<file path="src/rtl/mac_operand_sequencer_if.sv">
// Stream and MAC-side signals of the operand sequencer, grouped for port connection.
// The slave modport is the sequencer's view; master is the environment's view.
interface mac_operand_sequencer_if #(
  parameter int DATA_WIDTH = 16,
  parameter int OUT_WIDTH  = 32
);
  logic                         in_valid;
  logic                         in_ready;
  logic signed [DATA_WIDTH-1:0] in_a;
  logic signed [DATA_WIDTH-1:0] in_b;
  logic                         mac_clr;
  logic signed [DATA_WIDTH-1:0] mac_a;
  logic signed [DATA_WIDTH-1:0] mac_b;
  logic signed [OUT_WIDTH-1:0]  mac_out;
  logic                         res_valid;
  logic                         res_ready;
  logic signed [OUT_WIDTH-1:0]  res_data;
  logic                         busy;

  modport slave (
    input  in_valid, in_a, in_b, mac_out, res_ready,
    output in_ready, mac_clr, mac_a, mac_b, res_valid, res_data, busy
  );

  modport master (
    output in_valid, in_a, in_b, mac_out, res_ready,
    input  in_ready, mac_clr, mac_a, mac_b, res_valid, res_data, busy
  );
endinterface

</file>
<file path="src/rtl/mac_operand_sequencer.sv">
// Feeds a MAC with VEC_LEN-term dot products from a small operand FIFO,
// clearing it between vectors and returning each accumulated result.
module mac_operand_sequencer #(
  parameter int DATA_WIDTH = 16,
  parameter int OUT_WIDTH  = 32,
  parameter int VEC_LEN    = 4,
  parameter int FIFO_DEPTH = 4,
  parameter int MAC_LAT    = 1
) (
  input  logic                   clk,
  input  logic                   rst,
  mac_operand_sequencer_if.slave bus
);
  localparam int PW = $clog2(FIFO_DEPTH);
  localparam int CW = $clog2(VEC_LEN + 1);
  localparam int DW = $clog2(MAC_LAT + 1);

  typedef struct packed {
    logic signed [DATA_WIDTH-1:0] a;
    logic signed [DATA_WIDTH-1:0] b;
  } pair_t;

  typedef enum logic [1:0] {IDLE, FEED, DRAIN, HOLD} state_e;

  pair_t         mem_q [FIFO_DEPTH];
  logic [PW-1:0] wr_ptr_q, rd_ptr_q;
  logic [PW:0]   cnt_q;
  logic          push, pop, empty, full;
  pair_t         head;

  state_e                       state_q, state_d;
  logic [CW-1:0]                term_q, term_d;
  logic [DW-1:0]                drn_q, drn_d;
  logic signed [DATA_WIDTH-1:0] mac_a_q, mac_a_d, mac_b_q, mac_b_d;
  logic                         mac_clr_q, mac_clr_d;
  logic                         res_valid_q, res_valid_d;
  logic signed [OUT_WIDTH-1:0]  res_data_q, res_data_d;

  // in_ready depends on the occupancy count alone
  assign full  = (cnt_q == (PW+1)'(FIFO_DEPTH));
  assign empty = (cnt_q == '0);
  assign push  = bus.in_valid && !full;
  assign head  = mem_q[rd_ptr_q];

  always_ff @(posedge clk) begin
    if (push) mem_q[wr_ptr_q] <= '{a: bus.in_a, b: bus.in_b};
  end

  always_ff @(posedge clk or negedge rst) begin
    if (!rst) begin
      wr_ptr_q <= '0;
      rd_ptr_q <= '0;
      cnt_q    <= '0;
    end else begin
      if (push) wr_ptr_q <= wr_ptr_q + PW'(1);
      if (pop)  rd_ptr_q <= rd_ptr_q + PW'(1);
      cnt_q <= cnt_q + (PW+1)'(push) - (PW+1)'(pop);
    end
  end

  always_ff @(posedge clk or negedge rst) begin
    if (!rst) begin
      state_q     <= IDLE;
      term_q      <= '0;
      drn_q       <= '0;
      mac_a_q     <= '0;
      mac_b_q     <= '0;
      mac_clr_q   <= 1'b1;
      res_valid_q <= 1'b0;
      res_data_q  <= '0;
    end else begin
      state_q     <= state_d;
      term_q      <= term_d;
      drn_q       <= drn_d;
      mac_a_q     <= mac_a_d;
      mac_b_q     <= mac_b_d;
      mac_clr_q   <= mac_clr_d;
      res_valid_q <= res_valid_d;
      res_data_q  <= res_data_d;
    end
  end

  // Operands are registered, so the last pair sits on the bus during the first
  // DRAIN cycle; DRAIN therefore spans MAC_LAT+1 cycles before capture.
  always_comb begin
    state_d     = state_q;
    term_d      = term_q;
    drn_d       = drn_q;
    mac_a_d     = '0;
    mac_b_d     = '0;
    mac_clr_d   = 1'b1;
    res_valid_d = res_valid_q;
    res_data_d  = res_data_q;
    pop         = 1'b0;
    unique case (state_q)
      IDLE: begin
        if (!empty) begin
          pop       = 1'b1;
          mac_a_d   = head.a;
          mac_b_d   = head.b;
          mac_clr_d = 1'b0;
          term_d    = CW'(1);
          drn_d     = '0;
          state_d   = (VEC_LEN == 1) ? DRAIN : FEED;
        end
      end
      FEED: begin
        mac_clr_d = 1'b0;
        if (!empty) begin
          pop     = 1'b1;
          mac_a_d = head.a;
          mac_b_d = head.b;
          term_d  = term_q + CW'(1);
          if (term_q == CW'(VEC_LEN - 1)) begin
            drn_d   = '0;
            state_d = DRAIN;
          end
        end
      end
      DRAIN: begin
        mac_clr_d = 1'b0;
        if (drn_q == DW'(MAC_LAT)) begin
          res_data_d  = bus.mac_out;
          res_valid_d = 1'b1;
          mac_clr_d   = 1'b1;
          state_d     = HOLD;
        end else begin
          drn_d = drn_q + DW'(1);
        end
      end
      HOLD: begin
        if (bus.res_ready) begin
          res_valid_d = 1'b0;
          term_d      = '0;
          state_d     = IDLE;
        end
      end
      default: state_d = IDLE;
    endcase
  end

  assign bus.in_ready  = !full;
  assign bus.mac_clr   = mac_clr_q;
  assign bus.mac_a     = mac_a_q;
  assign bus.mac_b     = mac_b_q;
  assign bus.res_valid = res_valid_q;
  assign bus.res_data  = res_data_q;
  assign bus.busy      = (state_q == FEED) || (state_q == DRAIN);
endmodule

</file>
<file path="src/flat_wrapper.sv">
// flat-port wrapper written by rule: the top's interface ports become plain ports
module mac_operand_sequencer_flat 
#(
  parameter int DATA_WIDTH = 16,
  parameter int OUT_WIDTH  = 32,
  parameter int VEC_LEN    = 4,
  parameter int FIFO_DEPTH = 4,
  parameter int MAC_LAT    = 1
)
  (clk, rst, bus_in_valid, bus_in_a, bus_in_b, bus_mac_out, bus_res_ready, bus_in_ready, bus_mac_clr, bus_mac_a, bus_mac_b, bus_res_valid, bus_res_data, bus_busy);
  mac_operand_sequencer_if #(.DATA_WIDTH(DATA_WIDTH), .OUT_WIDTH(OUT_WIDTH)) bus_i ();
  input  logic clk;
  input  logic rst;
  input wire logic [$bits(bus_i.in_valid)-1:0] bus_in_valid;
  input wire logic [$bits(bus_i.in_a)-1:0] bus_in_a;
  input wire logic [$bits(bus_i.in_b)-1:0] bus_in_b;
  input wire logic [$bits(bus_i.mac_out)-1:0] bus_mac_out;
  input wire logic [$bits(bus_i.res_ready)-1:0] bus_res_ready;
  output wire logic [$bits(bus_i.in_ready)-1:0] bus_in_ready;
  output wire logic [$bits(bus_i.mac_clr)-1:0] bus_mac_clr;
  output wire logic [$bits(bus_i.mac_a)-1:0] bus_mac_a;
  output wire logic [$bits(bus_i.mac_b)-1:0] bus_mac_b;
  output wire logic [$bits(bus_i.res_valid)-1:0] bus_res_valid;
  output wire logic [$bits(bus_i.res_data)-1:0] bus_res_data;
  output wire logic [$bits(bus_i.busy)-1:0] bus_busy;
  assign bus_i.in_valid = bus_in_valid;
  assign bus_i.in_a = bus_in_a;
  assign bus_i.in_b = bus_in_b;
  assign bus_i.mac_out = bus_mac_out;
  assign bus_i.res_ready = bus_res_ready;
  assign bus_in_ready = bus_i.in_ready;
  assign bus_mac_clr = bus_i.mac_clr;
  assign bus_mac_a = bus_i.mac_a;
  assign bus_mac_b = bus_i.mac_b;
  assign bus_res_valid = bus_i.res_valid;
  assign bus_res_data = bus_i.res_data;
  assign bus_busy = bus_i.busy;
  mac_operand_sequencer #(.DATA_WIDTH(DATA_WIDTH), .OUT_WIDTH(OUT_WIDTH), .VEC_LEN(VEC_LEN), .FIFO_DEPTH(FIFO_DEPTH), .MAC_LAT(MAC_LAT)) u_core (.clk(clk), .rst(rst), .bus(bus_i));
endmodule
</file>
<file path="config.mk">
export PLATFORM = sky130hd
export DESIGN_NAME = mac_operand_sequencer_flat
export DESIGN_NICKNAME = d
export VERILOG_FILES = /design/src/rtl/mac_operand_sequencer_if.sv /design/src/rtl/mac_operand_sequencer.sv /design/src/flat_wrapper.sv
export SDC_FILE = /design/constraint.sdc
export NUM_CORES = 1
export LEC_CHECK = 0
export ABC_AREA = 1
export CAP_MARGIN = 10
export CORE_MARGIN = 8
export CORE_UTILIZATION = 40
export DETAILED_ROUTE_END_ITERATION = 7
export SYNTH_ARGS = -nofsm -noshare
export SYNTH_HDL_FRONTEND = slang
export SYNTH_SLANG_ARGS = --single-unit
</file>
<file path="constraint.sdc">
create_clock -name clk -period 4.5 [get_ports clk]
set_clock_uncertainty 0.05 [all_clocks]
set_input_delay 0.45 -clock clk [delete_from_list [all_inputs] [get_ports clk]]
set_output_delay 0.45 -clock clk [all_outputs]
set_load 0.01 [all_outputs]
</file>
### After elaboration in Yosys (flattened, before gate mapping)

Memories as Yosys holds them, arrays and structs flattened.
Index checks and enable logic that the tools add are counted.

* add/subtract/negate cells: 6
* reduce and logical (&&, ||, !) cells: 14
* equal/unequal tests: 10
* mux-type cells: 29

Operators by type and width (count)
* 16-bit two-way mux: 4
* 1-bit two-way mux: 12
* 2-bit two-way mux: 5
* 3-bit two-way mux: 3
* 3-bit one-hot mux with 3 select lines: 1
* 2-bit one-hot mux with 4 select lines: 1
* 4-bit AND reduction: 2
* 2-bit inequality test (second input constant): 3
* 1-bit one-hot mux with 3 select lines: 2
* 3-bit nonzero test: 2
* 5-bit AND reduction: 1
* 2-bit by 1-bit adder with 2-bit output (second input constant): 2
* 2-bit equality test (second input constant): 2
* 2-bit by 1-bit inequality test with 1-bit output (second input constant): 2
* 3-bit by 1-bit adder with 3-bit output: 1
* 3-bit by 1-bit adder with 3-bit output (second input constant): 1
* 3-bit by 2-bit equality test with 1-bit output (second input constant): 1
* 3-bit equality test (second input constant): 1
* 3-bit logical NOT: 1
* 3-bit AND reduction: 1
* 3-bit by 1-bit subtractor with 3-bit output: 1
* 2-bit by 1-bit equality test with 1-bit output (second input constant): 1
* 2-bit logical NOT: 1
* 1-bit one-hot mux with 2 select lines: 1
* 7 further kinds: 7

* register bits: 79
* input bits: 68
* memories kept: 1
* logic and storage cells: 71
* output and inout port bits: 68
* RAM bits: 128

Memory list
* u_core.mem_q: depth 4, width 32, rd ports 1, clocked after Yosys merged registers in 0, write ports 1, RTL line mac_operand_sequencer.sv:25 `pair_t mem_q [FIFO_DEPTH];`

### Longest topological paths before layout

* depth after elaboration: 5
* mapped depth: 11
* gate-level depth less buffers: 11

### Least setup slack after synthesis

Ideal clock, no wire load.

* kind: reg2reg
* start: register u_core.cnt_q[1]
* end: memory u_core.mem_q[0][0] (netlist name), enable pin
* cell stages (with the launch flop): 5
* library setup time: 0.421 ns
* path buffers: 0
* arrival time: 2.069 ns
* path slack: 1.959 ns
* required time: 4.029 ns
* clock period less this slack: 2.541 ns
* path through: dfrtp_1 > nor2_1 > nand2_1 > nand2_1 > nor2_1

* longest elaborated chain between the ends: 5

Ends and longest elaborated chain
* start, declared: RTL line mac_operand_sequencer.sv:27 `logic [PW:0] cnt_q;`
* start signal, assigned: RTL line mac_operand_sequencer.sv:57 `cnt_q <= cnt_q + (PW+1)'(push) - (PW+1)'(pop);`
* 3-bit equality test: RTL line mac_operand_sequencer.sv:40 `assign full = (cnt_q == (PW+1)'(FIFO_DEPTH));`
* 1-bit logical NOT
* via bus_in_ready: RTL line flat_wrapper.sv:19 `output wire logic [$bits(bus_i.in_ready)-1:0] bus_in_ready;`
* 1-bit logical AND: RTL line mac_operand_sequencer.sv:42 `assign push = bus.in_valid && !full;`
* 1-bit two-way mux: RTL line mac_operand_sequencer.sv:46 `if (push) mem_q[wr_ptr_q] <= '{a: bus.in_a, b: bus.in_b};`
* 1-bit two-way mux (implied by the code): RTL line mac_operand_sequencer.sv:46
* end, declared: RTL line mac_operand_sequencer.sv:25

The timed path passes the listed nets, and every way through them passes these cells.

### Final worst setup path

* start: register u_core.state_q[1]
* end: register u_core.cnt_q[2]

* longest elaborated chain between the ends: 4
* elaborated cells on any way between the ends: 5
* those cells by class: add/sub: 1; eq/ne: 1; mux: 1; reduce/logical: 2

Ends and longest elaborated chain
* start, declared: RTL line mac_operand_sequencer.sv:31 `state_e state_q, state_d;`
* start signal, assigned: RTL line mac_operand_sequencer.sv:72 `state_q <= state_d;`
* 2-bit by 1-bit equality test with 1-bit output / 2-bit logical NOT (equally long branches): RTL line mac_operand_sequencer.sv:95 `unique case (state_q)`
* 2-bit OR reduction (no line) *
* 1-bit two-way mux *
* via u_core.pop: RTL line mac_operand_sequencer.sv:28 `logic push, pop, empty, full;`
* 3-bit by 1-bit subtractor with 3-bit output *: RTL line mac_operand_sequencer.sv:57

Mark *: on every way through the listed nets, which the timed path passes. The rest lies on a longest branch.
A chain may end at the register's enable or synchronous reset.

==> out/qor.txt <==
Row cnt -> 51
Most common cell after layout, fill and taps aside -> nand2_1
Post-synthesis instance total -> 689
Worst Reg-to-Reg Cells -> 11
Total GRT Usage -> 13.93%
Clock Power Share -> 27.1%
Clock latency on the worst-skew pair -> 510 ps
RSZ-0062 raised after global routing -> false
Via count -> 5136
Flip-flop and latch area -> 0.005823 mm²
CTS hold repair buffers -> 0
CP Capture Type -> register
GR Overflow Total -> 0
Root buffer selected by CTS -> clkbuf_16
IO Port Bufs -> 135
Slew headroom -> 23.40%
Max FO, Critical Path -> 35
Post-Route WL -> 17260 µm
Die Y -> 156.8 µm
Yosys top cell area share -> 48.45%
Iteration count of the initial detailed-routing pass -> 6
Synth warn -> 0
Post-synthesis sequential area ratio -> 73.39%
Worst EP required -> 4840 ps
Detailed Place HPWL -> 10390 µm
Clock Pin Slew Worst Setup and Hold Paths -> 60 ps
Largest delay share family, worst path -> adder cells
Multi-input logic area -> 0.001877 mm²
CTS max path bufs -> 3
Max Fclk -> 0.3435 GHz
WL per Instance -> 15.65 µm
Final min period -> 2911 ps
Synth area leader -> edfxtp_1
CP max stage cell -> nand2_2
Max-cap check violation count -> 0
TritonCTS clock tree -> built
Final hold violations -> 0
Most used cell, CP -> inv_1
Mapped Nets -> 771
DRT iter0 DRCs -> 307
Gate power share -> 33.8%
Core footprint -> 0.01946 mm²
Ranking of synthesized cells by area -> edfxtp_1 48%, dfrtp_1 25%, nand2_1 12%
Sequential share of power -> 39.2%
Worst slack, placed -> 1550 ps
Setup crit start kind -> register
CTS resizes -> 0
Fin nets -> 903
WP depth -> 11
Sink Count -> 207
Outcome -> complete, no violations
Bufs and invs on worst path -> 4
Switching share of total power -> 33.09%
Pins over their slew limit -> 0
Initial Util -> 40.76%
Peak supply drop -> 321.8 µV
Power Dens Cells -> 692.2 mW/mm²
Setup bufs post-CTS -> 0
Setup CP Type -> reg2reg
Area delta synth->final -> 29.72%
Initial antenna violation count -> 0
Fillers -> 1678
H-Tree Depth -> 1
Largest stage delay on the critical path -> 610 ps
Unique masters post-synth -> 18
Setup WS post-layout -> 1589 ps
Die area -> 0.02459 mm²
Antenna Nets Post-Route -> 0
Net Switching -> 2357 µW
Final RePlAce weighted congestion -> 0.8184
Number of global-route vias before repair -> 5242
Antenna diode count -> 0
Synth Register Bits -> 207
Final setup TNS -> 0 ps
Hold WC Path Type -> in2async
Die width -> 156.8 µm
Mean Syn Cell Area -> 11.51 µm²
Commonest cells after routing, fill and taps aside -> 250 x nand2_1, 134 x clkdlybuf4s50_1, 128 x edfxtp_1
Int Power -> 4766 µW
Period utilization -> 64.69%
Post-Syn Area -> 0.007933 mm²
CTS Buf Count -> 23
Leakage -> 0.004261 µW
Drc violations -> 0
First-pass GRT wire length -> 27440 µm
Vias/cell -> 4.656
Largest net degree at the start of global routing -> 80
Worst Tran Pin Value -> 1147 ps
Worst Path Arrival -> 3250 ps
Final Setup Violations -> 0
Share of layout cells above drive strength 1 -> 5.489%
Crit path cell chain -> inv_1 > ha_1 > inv_1 > nand2_1 > nand2_2 > inv_1 > ha_1 > inv_1 > ha_1 > fa_1 > xor2_1
Util after Layout -> 52.87%
IO Pins -> 136
## logic make-up (layout without fill, tap and decap cells)
group | Yosys count | count (layout) | share of synthesized area, %
flops | 207 | 207 | 73.39
buf+inv | 57 | 206 | 3.328
xor+xnor | 4 | 4 | 0.4417
simple gates | 335 | 335 | 15.99
compound gates | 72 | 72 | 4.543
fa+ha+maj | 14 | 14 | 2.303
## layout make-up
| cell class | count | area share [%] |
|---|---|---|
| clock buffers | 30 | 6.043 |
| clock inverters | 12 | 1.666 |
| inverters | 27 | 0.9849 |
| multi-input cells | 425 | 18.24 |
| flip-flops and latches | 207 | 56.59 |
| well taps | 265 | 3.222 |
| repair buffers | 137 | 13.25 |
## layer usage
| layer | up-vias | wire length, µm | track usage, % |
|---|---|---|---|
| met5 | - | 0 | 0 |
| met1 | 2406 | 7605 | 17.81 |
| li1 | 2521 | - | - |
| met3 | 33 | 1425 | 4.054 |
| met4 | 0 | 392 | 3.799 |
| met2 | 176 | 7835 | 22.72 |
## through the flow
| step | total power [µW] | cell area [µm²] | hold slack [ps] | cells |
|---|---|---|---|---|
| finish | 7123 | 10290 | 50.04 | 1103 |
| global route | 7621 | 10290 | 167.9 | 1103 |
| detailed placement | 5277 | 9497 | 410.5 | 1061 |
| CTS | 7248 | 10290 | 101.0 | 1103 |
| global placement | 5203 | 9497 | 410.6 | 1061 |
| floorplan | 4238 | 7933 | 104.4 | 689 |
## registers in the layout, indices dropped and copies added, names as in the netlist
register and cells:
u_core.bus.mac_a 16, u_core.term_q 3, u_core.state_q 2, u_core.cnt_q 3, u_core.bus.res_data 32, u_core.bus.mac_clr 1
u_core.bus.res_valid 1, u_core.mem_q 128, u_core.bus.mac_b 16, u_core.wr_ptr_q 2, u_core.rd_ptr_q 2, u_core.drn_q 1
## power by group through the flow
stage | logic [µW] | clock network, µW | registers [µW]
global route | 2720 | 2060 | 2840
floorplan | 1300 | 0 | 2930
detailed placement | 2450 | 0 | 2830
finish | 2400 | 1930 | 2790
global placement | 2390 | 0 | 2810
CTS | 2470 | 1990 | 2790
## final timing paths
kind                                         from                      to  slack, ps
worst max register to register  u_core.state_q[1]         u_core.cnt_q[2]       1590
worst min register to register   u_core.term_q[2]        u_core.term_q[2]        420
worst max-delay path            u_core.state_q[1]         u_core.cnt_q[2]       1590
max in group asynchronous                     rst      u_core.rd_ptr_q[0]       3640
min in group clk                 u_core.term_q[2]        u_core.term_q[2]        420
worst min-delay path                          rst  u_core.bus.res_data[8]         50
## Yosys cell counts
master,number
edfxtp_1,128
nand2_2,1
xnor2_1,1
buf_2,16
nand3_1,7
fa_1,1
o21ai_1,6
ha_1,13
nand2_1,250
a21oi_1,33
inv_1,27
dfstp_2,1
dfrtp_1,78
nor2_1,77
buf_4,8
o21ai_0,33
clkbuf_1,6
xor2_1,3
No activity file was read; power rests on OpenSTA's default activity.
==> RTL edit 1, RTL diff (same flow settings) <==
`res_data_q` no longer has a reset.
--- a/src/rtl/mac_operand_sequencer.sv
+++ b/src/rtl/mac_operand_sequencer.sv
@@ -67,7 +67,6 @@
       mac_b_q     <= '0;
       mac_clr_q   <= 1'b1;
       res_valid_q <= 1'b0;
-      res_data_q  <= '0;
     end else begin
       state_q     <= state_d;
       term_q      <= term_d;
@@ -76,8 +75,11 @@
       mac_b_q     <= mac_b_d;
       mac_clr_q   <= mac_clr_d;
       res_valid_q <= res_valid_d;
-      res_data_q  <= res_data_d;
     end
+  end
+
+  always_ff @(posedge clk) begin
+    res_data_q <= res_data_d;
   end
 
   // Operands are registered, so the last pair sits on the bus during the first
Function: differs if rst is asserted again (counterexample within 10 cycles, from zero or initial values and one cycle with rst low); with rst held inactive, the same outputs for 10 cycles.
==> RTL edit 1 against the unedited design <==
Global-route usage fell by 0.33 points. Combinational power down 20%. Final cell count is 9.3% lower. Area after synthesis is 2.9% lower. Cell area down 2.6%. Routed wire length is 4.5% lower. Count of clock-buffer cells in the layout increased by 2. Power shrank 11%. Via count fell by 7.9%. Sequential cell count unchanged. Largest cell class unchanged. Setup slack got worse by 52 ps. Die area shrank 2.6%.
==> RTL edit 1: results (changes against the unedited design) <==
| Metric | Value |
|---|---|
| Initial antenna violation count | 0 (unchanged) |
| Largest register by flop count | u_core.mem_q (unchanged) |
| CTS buffer count | 22 (was 23) |
| Net count after synthesis | 669 (was 771) |
| Post-synth top cells | edfxtp_1, nand2_1, nor2_1 (was nand2_1, edfxtp_1, dfrtp_1) |
| Number of cells after detailed placement | 960 (was 1061) |
| R2R Setup Slk | 1540 ps (was 1590 ps) |
| Leakage | 3.87 nW (was 4.26 nW) |
| Slew margin rel. | 23.1% (was 23.4%) |
| Worst-path clk slew | 60 ps (about the same) |
| Final nets | 807 (was 903) |
| Vias | 4732 (was 5136) |
| Async SR Flop Fraction | 22.7% (was 38.2%) |
| Worst-skew pair later-pin latency | 490 ps (was 510 ps) |
| Clk pwr share | 27.6% (was 27.1%) |
| Sequential share of the synthesized area | 77.6% (was 73.4%) |
| Switching pwr | 0.00204 W (was 0.00236 W) |
| Worst VDD drop | 304 µV (was 322 µV) |
| GPL Wtd Cong | 0.778 (was 0.818) |
| Tot GR Track Use | 13.6% (was 13.9%) |
| Vias in the first global route | 4857 (was 5242) |
| Largest net degree at the start of global routing | 67 (was 80) |
| 1st-iter DRT viols | 225 (was 307) |
| CP max FO | 35 (unchanged) |
| Largest cells by area after synthesis | edfxtp_1, dfrtp_1, nand2_1, nor2_1, a21oi_1 (unchanged) |
| Status | finished, final reports clean (unchanged) |
| P_seq | 0.00266 W (was 0.00279 W) |
| Mean routed wirelength per cell | 16.5 µm (was 15.6 µm) |
| Via-per-instance ratio | 4.73 (was 4.66) |
| First-pass GRT wire length | 26.2 mm (was 27.4 mm) |
| Layout cells sized above 1 | 5.95% (was 5.49%) |
| Mapped Cells | 587 (was 689) |
| Placed inst area | 9290 µm² (was 9500 µm²) |
| Post-synth EDFFs | 160 (was 128) |
| DPL Wire Length | 9.89 mm (was 10.4 mm) |
| CP arrival | 3290 ps (was 3250 ps) |
## RTL edit 1: cell count changes in the layout (fill, tap and decap cells not counted), moves of 2 or more
cell / before / now
bufinv_16: 4 / 2
clkbuf_1: 5 / 8
clkinv_1: 3 / 0
nand2_1: 250 / 154
dfrtp_1: 77 / 45
edfxtp_1: 128 / 160
## RTL edit 1: per-layer routing
layer	part of all wire [%]	global-route usage, %
met2	45	22.6
met5	0	0
met3	7.1	3.54
met4	1.7	3.31
met1	46	17.5
## RTL edit 1: metrics by stage
step	hold WS, ps	power (W)	worst slack (ps)
2_1_floorplan	104	0.00391	1960
3_3_place_gp	407	0.00458	1610
3_5_place_dp	427	0.00464	1500
4_1_cts	30.9	0.00642	1480
5_1_grt	67.6	0.00674	1330
6_report	12.0	0.00632	1540
## RTL edit 1: layout make-up
type | instances | area (µm²)
fill | 1532 | 8810
sequential | 207 | 5980
multi-input combinational | 329 | 1520
timing repair buffer | 138 | 1390
clock buffer | 32 | 608
tap | 260 | 325
inverter | 27 | 101
clock inverter | 7 | 96.3
## RTL edit 1: cell families (layout without fill, tap and decap cells)
family,count (synthesis),after routing,share of synthesized area [%]
DFF,207,207,77.6
AOI/OAI and AO/OA,72,72,4.68
buffers and inverters,51,204,3.08
xor gates and xnor gates,4,4,0.455
and+or+nand+nor,239,239,11.8
adders and majority gates,14,14,2.37
## RTL edit 1: worst min-delay path by stage
stage	to	slack (ps)	cells past startpoint
global route	u_core.bus.mac_a[3]$_DFF_PN0_	70	2
global placement	u_core.term_q[2]$_DFFE_PN0P_	410	2
CTS	u_core.state_q[1]$_DFFE_PN0P_	30	2
finish	u_core.state_q[1]$_DFFE_PN0P_	10	2
detailed placement	u_core.term_q[2]$_DFFE_PN0P_	430	2
floorplan	u_core.bus.mac_a[0]$_DFF_PN0_	100	0
==> RTL edit 2, RTL diff (same settings) <==
Without the edit above. `DATA_WIDTH` is set to 16 in 3 places; all go to 18.
--- a/src/rtl/mac_operand_sequencer_if.sv
+++ b/src/rtl/mac_operand_sequencer_if.sv
@@ -1,7 +1,7 @@
 // Stream and MAC-side signals of the operand sequencer, grouped for port connection.
 // The slave modport is the sequencer's view; master is the environment's view.
 interface mac_operand_sequencer_if #(
-  parameter int DATA_WIDTH = 16,
+  parameter int DATA_WIDTH = 18,
   parameter int OUT_WIDTH  = 32
 );
   logic                         in_valid;
--- a/src/rtl/mac_operand_sequencer.sv
+++ b/src/rtl/mac_operand_sequencer.sv
@@ -1,7 +1,7 @@
 // Feeds a MAC with VEC_LEN-term dot products from a small operand FIFO,
 // clearing it between vectors and returning each accumulated result.
 module mac_operand_sequencer #(
-  parameter int DATA_WIDTH = 16,
+  parameter int DATA_WIDTH = 18,
   parameter int OUT_WIDTH  = 32,
   parameter int VEC_LEN    = 4,
   parameter int FIFO_DEPTH = 4,
--- a/src/flat_wrapper.sv
+++ b/src/flat_wrapper.sv
@@ -1,7 +1,7 @@
 // flat-port wrapper written by rule: the top's interface ports become plain ports
 module mac_operand_sequencer_flat 
 #(
-  parameter int DATA_WIDTH = 16,
+  parameter int DATA_WIDTH = 18,
   parameter int OUT_WIDTH  = 32,
   parameter int VEC_LEN    = 4,
   parameter int FIFO_DEPTH = 4,
Interface: changed (resized bus_in_a, bus_in_b, bus_mac_a and bus_mac_b); port bits go from 136 to 144. No check against the original RTL was run, so the function may have changed too.
==> RTL edit 2 against the unedited design <==
Power increased by 5.8%. Global-route usage decreased by 0.38 points. Routed wire length increased by 8.4%. Critical path depth increased by 1. Cell area increased by 8.8%. Setup slack improved by 62 ps. Sequential cell count increased by 20. Area after synthesis increased by 11%. Critical path type unchanged.
==> RTL edit 2: results (changes against the unedited design) <==
| Metric | Value |
|---|---|
| Non-clk bufs | 152 (was 137) |
| CTS buffer count | 24 (was 23) |
| Dpl ws | 1620 ps (was 1550 ps) |
| Layout cells sized above 1 | 6.60% (was 5.49%) |
| Via-per-instance ratio | 4.63 (was 4.66) |
| Largest cells by area after synthesis | edfxtp_1, dfrtp_1, nand2_1, nor2_1, ha_1 (was edfxtp_1, dfrtp_1, nand2_1, nor2_1, a21oi_1) |
| Vias in the first global route | 5465 (was 5242) |
| Crit-path slowest cell | buf_4 (was nand2_2) |
| Clock buffers | 37 (was 30) |
| Clock network area share | 6.76% (was 7.71%) |
| Post-synth top cells | nand2_1, edfxtp_1, nor2_1 (was nand2_1, edfxtp_1, dfrtp_1) |
| DPL Wire Length | 11.5 mm (was 10.4 mm) |
| Largest net degree at the start of global routing | 74 (was 80) |
| Placed inst area | 10400 µm² (was 9500 µm²) |
| Mapped Cells | 746 (was 689) |
| Max incr delay on CP | 430 ps (was 610 ps) |
| Worst r2r path cells | 12 (was 11) |
| Mean routed wirelength per cell | 15.7 µm (was 15.6 µm) |
| Largest register by flop count | u_core.mem_q (unchanged) |
| GPL Wtd Cong | 0.717 (was 0.818) |
| Final Critical Period | 2850 ps (was 2910 ps) |
| Slew margin rel. | 23.3% (was 23.4%) |
| Sequential share of cell area | 57.2% (was 56.6%) |
| Max reg flops | 144 (was 128) |
| Async SR Flop Fraction | 36.6% (was 38.2%) |
| Post-synth EDFFs | 144 (was 128) |
| Total length of routed wires | 18.7 mm (was 17.3 mm) |
| Area occupied by multi-input gates | 2050 µm² (was 1880 µm²) |
| FF+latch area | 6400 µm² (was 5820 µm²) |
| # fillers | 1899 (was 1678) |
| Non-clock buffering overhead | 13.7% (was 13.3%) |
| Leakage | 4.60 nW (was 4.26 nW) |
| Met1 wire length | 8.60 mm (was 7.61 mm) |
| R2R Setup Slk | 1650 ps (was 1590 ps) |
| Met3 WL post-DR | 1.35 mm (was 1.43 mm) |
| First drt pass iteration count | 4 (was 6) |
| Hold slack | 422 ps (was 50.0 ps) |
| Sequential share of the synthesized area | 72.6% (was 73.4%) |
| Met2 GRT Util | 22.3% (was 22.7%) |
| CP arrival | 3170 ps (was 3250 ps) |
| Status | finished, final reports clean (unchanged) |
| Multi-input gate count | 459 (was 425) |
| Met1 Usage GRT | 18.0% (was 17.8%) |
| Worst VDD drop | 358 µV (was 322 µV) |
| Tot GR Track Use | 13.6% (was 13.9%) |
| 1st-iter DRT viols | 451 (was 307) |
| CP max FO | 39 (was 35) |
| Met2 WL | 8.50 mm (was 7.84 mm) |
| Initial antenna violation count | 0 (unchanged) |
| Synth cell types | 29 (was 18) |
| Net count after synthesis | 833 (was 771) |
## RTL edit 2: cell count changes after synthesis, moves of 3 or more
cell,unedited run,this run
o21ai_0,33,8
nor2_1,77,85
buf_8,0,4
dfrtp_1,78,82
buf_6,0,9
nand2_1,250,264
buf_4,8,1
o21ai_1,6,34
buf_12,0,3
edfxtp_1,128,144
a21oi_2,0,3
buf_2,16,8
## RTL edit 2: kinds of logic (layout without fill, tap and decap cells)
logic type      after synthesis  count (layout)  share of synthesized area [%]
compound gates               79              79                           4.61
xor+xnor                      4               4                          0.397
fa+ha+maj                    15              15                           2.21
buf+inv                      60             223                           4.59
flops                       227             227                           72.6
simple gates                361             361                           15.6
## RTL edit 2: power by group
part	internal (W)	switching, W
Combinational	0.00106	0.00158
Clock	0.00110	0.000748
Sequential	0.00285	0.000198
Total	0.00501	0.00253
## RTL edit 2: timing repair
item	CTS	global route
hold buffers	1	0
gates resized for setup	0	0
hold endpoints to repair	40	0
